[src/rtl/window_3x3_gen_pkg.sv]
// Shared image-pipeline package.
// Holds the default pixel width and frame geometry used by the 3x3 window
// generator and the downstream 3x3 stages, plus the window index order:
//   p0 p1 p2   top row, left to right
//   p3 p4 p5   middle row
//   p6 p7 p8   bottom row (p8 is the newest pixel)
package window_3x3_gen_pkg;

    localparam int IMGP_DW    = 8;
    localparam int IMGP_IMG_W = 16;
    localparam int IMGP_IMG_H = 16;

    localparam int WIN_ROWS = 3;
    localparam int WIN_COLS = 3;
    localparam int WIN_TAPS = WIN_ROWS * WIN_COLS;

    typedef enum int unsigned {
        WIN_P0 = 0, WIN_P1 = 1, WIN_P2 = 2,
        WIN_P3 = 3, WIN_P4 = 4, WIN_P5 = 5,
        WIN_P6 = 6, WIN_P7 = 7, WIN_P8 = 8
    } win_idx_e;

    // Flat window index from (row, col) inside the 3x3 window.
    function automatic int win_idx(input int row, input int col);
        return row * WIN_COLS + col;
    endfunction

endpackage

[src/rtl/window_3x3_gen_line_buffer.sv]
// line_buffer: one stored image line, DEPTH x DW.
// Ports:
//   clk  - clock
//   we   - write enable; din is written at addr on the rising edge
//   addr - read/write address
//   din  - write data
//   dout - contents at addr; reads the value held before this edge's write
//          (read-before-write), so the window shift sees the old line data.
// The read is asynchronous so the window generator keeps its one-clock
// latency with the address taken straight from the column counter.
module line_buffer #(
    parameter int DW    = 8,
    parameter int DEPTH = 16,
    parameter int AW    = 4
) (
    input  logic          clk,
    input  logic          we,
    input  logic [AW-1:0] addr,
    input  logic [DW-1:0] din,
    output logic [DW-1:0] dout
);

    // Line storage is intentionally not reset: the window generator masks
    // the first two rows of each frame, so stale contents never escape.
    logic [DW-1:0] r_mem [DEPTH];

    always_ff @(posedge clk) begin
        if (we) begin
            r_mem[addr] <= din;
        end
    end

    assign dout = r_mem[addr];

endmodule

[src/rtl/window_3x3_gen.sv]
// window_3x3_gen: sliding 3x3 window generator for a raster pixel stream.
// Ports:
//   clk, rst       - clock, asynchronous active-high reset
//   pix_in         - raster-order pixel, accepted when pix_valid is high
//   pix_valid      - pixel accept strobe
//   sof            - start of frame; marks the accepted (or next) pixel as (0,0)
//   p0..p8         - 3x3 window, top-left p0 to bottom-right p8 (newest)
//   win_valid      - p0..p8 hold a complete in-image window
//   frame_done     - one-cycle pulse after the last pixel of a frame
// All outputs are registered; the window appears one clock after acceptance.
module window_3x3_gen
    import window_3x3_gen_pkg::*;
#(
    parameter int DW    = IMGP_DW,
    parameter int IMG_W = IMGP_IMG_W,
    parameter int IMG_H = IMGP_IMG_H
) (
    input  logic          clk,
    input  logic          rst,
    input  logic [DW-1:0] pix_in,
    input  logic          pix_valid,
    input  logic          sof,
    output logic [DW-1:0] p0,
    output logic [DW-1:0] p1,
    output logic [DW-1:0] p2,
    output logic [DW-1:0] p3,
    output logic [DW-1:0] p4,
    output logic [DW-1:0] p5,
    output logic [DW-1:0] p6,
    output logic [DW-1:0] p7,
    output logic [DW-1:0] p8,
    output logic          win_valid,
    output logic          frame_done
);

    localparam int CW = (IMG_W > 1) ? $clog2(IMG_W) : 1;
    localparam int RW = (IMG_H > 1) ? $clog2(IMG_H) : 1;
    localparam logic [CW-1:0] COL_LAST = CW'(IMG_W - 1);
    localparam logic [RW-1:0] ROW_LAST = RW'(IMG_H - 1);

    logic [CW-1:0] r_col;
    logic [RW-1:0] r_row;
    logic          r_win_valid;
    logic          r_frame_done;

    // Position of the pixel on the bus this cycle: sof forces it to (0,0)
    // even mid-frame, which abandons whatever partial frame was in flight.
    logic [CW-1:0] w_col_eff;
    logic [RW-1:0] w_row_eff;
    logic          w_col_last;
    logic          w_row_last;

    assign w_col_eff  = sof ? '0 : r_col;
    assign w_row_eff  = sof ? '0 : r_row;
    assign w_col_last = (w_col_eff == COL_LAST);
    assign w_row_last = (w_row_eff == ROW_LAST);

    // lb0 holds the previous line, lb1 the line before it. lb1 is refilled
    // from lb0's old value at the same column, so the two shift down together.
    logic [DW-1:0] w_lb0_q;
    logic [DW-1:0] w_lb1_q;

    line_buffer #(.DW(DW), .DEPTH(IMG_W), .AW(CW)) u_lb0 (
        .clk  (clk),
        .we   (pix_valid),
        .addr (w_col_eff),
        .din  (pix_in),
        .dout (w_lb0_q)
    );

    line_buffer #(.DW(DW), .DEPTH(IMG_W), .AW(CW)) u_lb1 (
        .clk  (clk),
        .we   (pix_valid),
        .addr (w_col_eff),
        .din  (w_lb0_q),
        .dout (w_lb1_q)
    );

    // New column entering each window row: oldest line on top.
    logic [DW-1:0] w_tap [WIN_ROWS];
    assign w_tap[0] = w_lb1_q;
    assign w_tap[1] = w_lb0_q;
    assign w_tap[2] = pix_in;

    genvar gi;
    generate
        for (gi = 0; gi < WIN_ROWS; gi++) begin : g_row
            logic [DW-1:0] r_tap [WIN_COLS];

            always_ff @(posedge clk or posedge rst) begin
                if (rst) begin
                    r_tap[0] <= '0;
                    r_tap[1] <= '0;
                    r_tap[2] <= '0;
                end else if (pix_valid) begin
                    r_tap[0] <= r_tap[1];
                    r_tap[1] <= r_tap[2];
                    r_tap[2] <= w_tap[gi];
                end
            end
        end
    endgenerate

    always_ff @(posedge clk or posedge rst) begin
        if (rst) begin
            r_col        <= '0;
            r_row        <= '0;
            r_win_valid  <= 1'b0;
            r_frame_done <= 1'b0;
        end else begin
            r_win_valid  <= 1'b0;
            r_frame_done <= 1'b0;
            if (pix_valid) begin
                // Column >= 2 keeps windows from straddling a line boundary;
                // row >= 2 keeps stale line memory out of the window.
                r_win_valid  <= (w_row_eff >= RW'(2)) && (w_col_eff >= CW'(2));
                r_frame_done <= w_row_last && w_col_last;
                if (w_col_last) begin
                    r_col <= '0;
                    r_row <= w_row_last ? '0 : (w_row_eff + RW'(1));
                end else begin
                    r_col <= w_col_eff + CW'(1);
                    r_row <= w_row_eff;
                end
            end else if (sof) begin
                r_col <= '0;
                r_row <= '0;
            end
        end
    end

    assign p0 = g_row[0].r_tap[0];
    assign p1 = g_row[0].r_tap[1];
    assign p2 = g_row[0].r_tap[2];
    assign p3 = g_row[1].r_tap[0];
    assign p4 = g_row[1].r_tap[1];
    assign p5 = g_row[1].r_tap[2];
    assign p6 = g_row[2].r_tap[0];
    assign p7 = g_row[2].r_tap[1];
    assign p8 = g_row[2].r_tap[2];

    assign win_valid  = r_win_valid;
    assign frame_done = r_frame_done;

endmodule

[config.mk]
export PLATFORM = sky130hd
export DESIGN_NAME = window_3x3_gen
export DESIGN_NICKNAME = d
export VERILOG_FILES = /design/src/rtl/window_3x3_gen_pkg.sv /design/src/rtl/window_3x3_gen_line_buffer.sv /design/src/rtl/window_3x3_gen.sv
export SDC_FILE = /design/constraint.sdc
export NUM_CORES = 1
export LEC_CHECK = 0
export CORE_MARGIN = 2
export CORE_UTILIZATION = 45
export DETAILED_ROUTE_END_ITERATION = 6
export PLACE_DENSITY_LB_ADDON = 0.15
export SLEW_MARGIN = 20
export SYNTH_ARGS = -nofsm -noshare
export SYNTH_HDL_FRONTEND = slang
export SYNTH_SLANG_ARGS = --single-unit
export TNS_END_PERCENT = 100
[constraint.sdc]
create_clock -name clk -period 3.6 [get_ports clk]
set_input_delay 0.72 -clock clk [delete_from_list [all_inputs] [get_ports clk]]
set_output_delay 0.72 -clock clk [all_outputs]
set_load 0.01 [all_outputs]
==> impl_metrics.csv <==
group,metric,value,unit
synthesis,synth-seq-cells,338,
setup_path,slowest_delay,0.69,ns
setup_path,cpLargestDelayFamily,"buffers and inverters",
setup_path,cp.arrival,3.10,ns
synthesis,synth_edf_count,256,
synthesis,yosysMostFrequentCell,"edfxtp_1",
placement,port_buffers,85,
synthesis,synth_cell_type_count,52,
cells_and_area,drive_above_1_share,0.212,
timing,timing.final.crit_period,2.98,ns
setup_path,path_class,"primary input to flip-flop",
synthesis,synth.net_count,834,
synthesis,synthesis.instances,821,
detailed_routing,drtIter0Drc,725,
cts,cts.clk_slew.worst_paths,0.06,ns
synthesis,yosys_top_cell_area_share,0.576,
cts,number_of_gates_resized_after_cts,0,
synthesis,top_cell_type_by_total_area_after_synthesis,"edfxtp_1",
power,totalPowerFinal,9780,uW
cts,clock_tree.root_cell,"clkbuf_16",
hold_path,hold_path.class,"primary input to async pin",
detailed_routing,drt-wirelength-per-cell,23.7,um
synthesis,post_synth_most_frequent_cells,"edfxtp_1, dfrtp_1, nor2_1",
global_routing,grt_remaining_overflow,0,
detailed_routing,avgViaCountPerCell,5.64,
cells_and_area,finish.net_count,965,
cells_and_area,area_growth_synth_to_finish,20.8,%
power,leakage,0.00574,uW
setup_path,setup_crit_end_kind,"flip-flop",
cts,cts.repair_timing.setup_buffer_count,0,
outcome,run_status,"finished clean",
power,ir_drop,0.264,mV
power,powerDensity,607,mW/mm^2
timing,worst-slew-pin-transition,0.746,ns
die,io_pins,86,
cts,tritoncts_clock_tree,"yes",
setup_path,crit_fanout,16,
placement,gp_congestion,0.851,
cts,h-tree-depth,2,
setup_path,crit_path_start_kind,"primary input",
synthesis,post_synth.cell_area_avg,16.3,um^2
synthesis,synthFlopType,"edfxtp_1",
timing,hold_violations,0,
timing,maxSlewViolCount,0,
global_routing,use_met3,0.0476,
cts,tritoncts_num_sinks,338,
global_routing,grtUsageMet2,0.322,
cts,cts_hold_repair.buffers,0,
setup_path,critPathRequiredTime,3.72,ns
setup_path,critical_path_buf_inv_count,2,
cells_and_area,antenna_cells,0,
cts,tritoncts.num_buffers,38,
die,start_util,0.454,
cells_and_area,filler_cell_count,2339,
detailed_routing,route.final.wire_length,32.5,mm
cts,clock_latency,0.52,ns
detailed_routing,drcViolationCount,0,
cts,cts_buffer_depth,3,
synthesis,portion_of_the_post_synthesis_area_used_by_sequential_elements,0.730,
global_routing,track_usage,0.213,
die,rows,63,
setup_path,crit_top_cell,"a211oi_1",
timing,timing.slew.headroom,0.503,
job,drv_cap,0,
setup_path,crit_path_cell_trace,"clkdlybuf4s50_1, nor2b_2, inv_2, a211oi_1, a211oi_1, a2111oi_2, nand2_1",
die,die_width,176,um
global_routing,grt_antenna_before_repair,0,
synthesis,synth-async-reset-ratio,0.243,
global_routing,routing_usage_on_met1,0.316,
detailed_routing,route.vias.total,7744,
timing,post-route-period-util,0.827,
setup_path,crit_path_top_delay_cell,"clkdlybuf4s50_1",
detailed_routing,route.antenna.remaining_nets,0,
detailed_routing,detail_route.first_pass.iterations,5,
global_routing,grt_most_used_layer,"met2",
die,design.die.area,0.0311,mm^2
timing,rsz0062_at_grt,"false",
placement,detailedPlacementHpwl,20.9,mm
global_routing,grt_first_pass_wirelength,48.6,mm
global_routing,first_global_vias,7493,
synthesis,yosysWarningCount,0,
timing,highest_clock_rate,0.336,GHz
synthesis,synthesis.area,0.0134,mm^2
die,floorplan.core_area,0.0294,mm^2
timing,finalSetupTns,0,ns
timing,clock-skew-final,0.0156,ns
global_routing,grt_max_degree,87,
die,fp.dieH,176,um
synthesis,ys_top_cells_by_area,"edfxtp_1, dfrtp_1, mux2i_1",
timing,setup_viol,0,
==> flip-flops by register name, indices dropped and copies added, names as in the netlist <==
register	count
u_lb0.r_mem	128
u_lb1.r_mem	128
p0	8
p1	8
p2	8
p3	8
p4	8
p5	8
p6	8
p7	8
p8	8
r_col	4
r_row	4
frame_done	1
win_valid	1
==> stage by stage <==
stage	instances	instance area (um^2)	hold slack (ns)	setup slack, ns	utilization
after floorplan	821	13400	0.493	0.772	-
after global placement	1302	14800	0.490	0.225	0.505
after detailed placement	1302	14800	0.495	0.151	0.505
after CTS	1372	16100	0.508	0.665	0.548
after global routing	1372	16100	0.525	0.454	0.548
final	1372	16100	0.502	0.624	0.548
==> final timing paths <==
path,from,endpoint,slack [ns],cells after the start
max in group asynchronous,rst,p2[5],2.41,3
min in group clk,p3[6],p3[6],0.50,1
hold / removal,rst,p5[5],0.50,2
setup / recovery,sof,u_lb1.r_mem[7][5],0.62,7
hold reg to reg,p3[6],p3[6],0.50,1
setup reg to reg,r_col[0],u_lb1.r_mem[6][2],0.74,4
==> placed cells by master (no fill, tap or decap), types with 32 or more instances in the layout <==
cell type and instances:
mux2i_1 69, mux2_2 60, edfxtp_1 256, nor2_1 74, nand2_1 32, buf_4 49
dfrtp_1 80, clkbuf_16 41, clkdlybuf4s50_1 84
==> routing by layer <==
metal | up-vias | wire length (um)
met5 | - | 0
met4 | 0 | 572
met3 | 42 | 2640
met2 | 322 | 14800
met1 | 3960 | 14500
li1 | 3420 | -
==> cell families (layout without fill, tap and decap cells) <==
family	Yosys count	after routing	synth area share
fa+ha+maj	1	1	0.000937
simple gates	183	183	0.0685
buf+inv	53	214	0.0249
mux	140	140	0.121
flops	338	338	0.730
xor+xnor	5	5	0.00328
compound gates	101	101	0.0519
==> worst register-to-register path, delay by kind of cell (launching register included) <==
| kind | cells | cell delay, ns |
|---|---|---|
| AOI/OAI and AO/OA | 1 | 0.69 |
| and+or+nand+nor | 3 | 1.12 |
| DFF | 1 | 0.77 |
==> area by class of cell <==
class,count,area [um^2],share of cell area
Clock buffer,53,1120,0.0695
Clock inverter,17,155,0.00962
Inverter,6,23.8,0.00147
Multi-Input combinational cell,430,3280,0.204
Sequential cell,338,9740,0.604
Tap cell,390,488,0.0303
Timing Repair Buffer,138,1310,0.0812
==> where the power goes <==
group          switching [uW]  total, uW  leakage, uW  internal (uW)
Clock                    1490       3870     0.000637           2390
Combinational             633       1240      0.00184            611
Sequential                176       4670      0.00326           4490
Power figures use the tool's default switching activity.
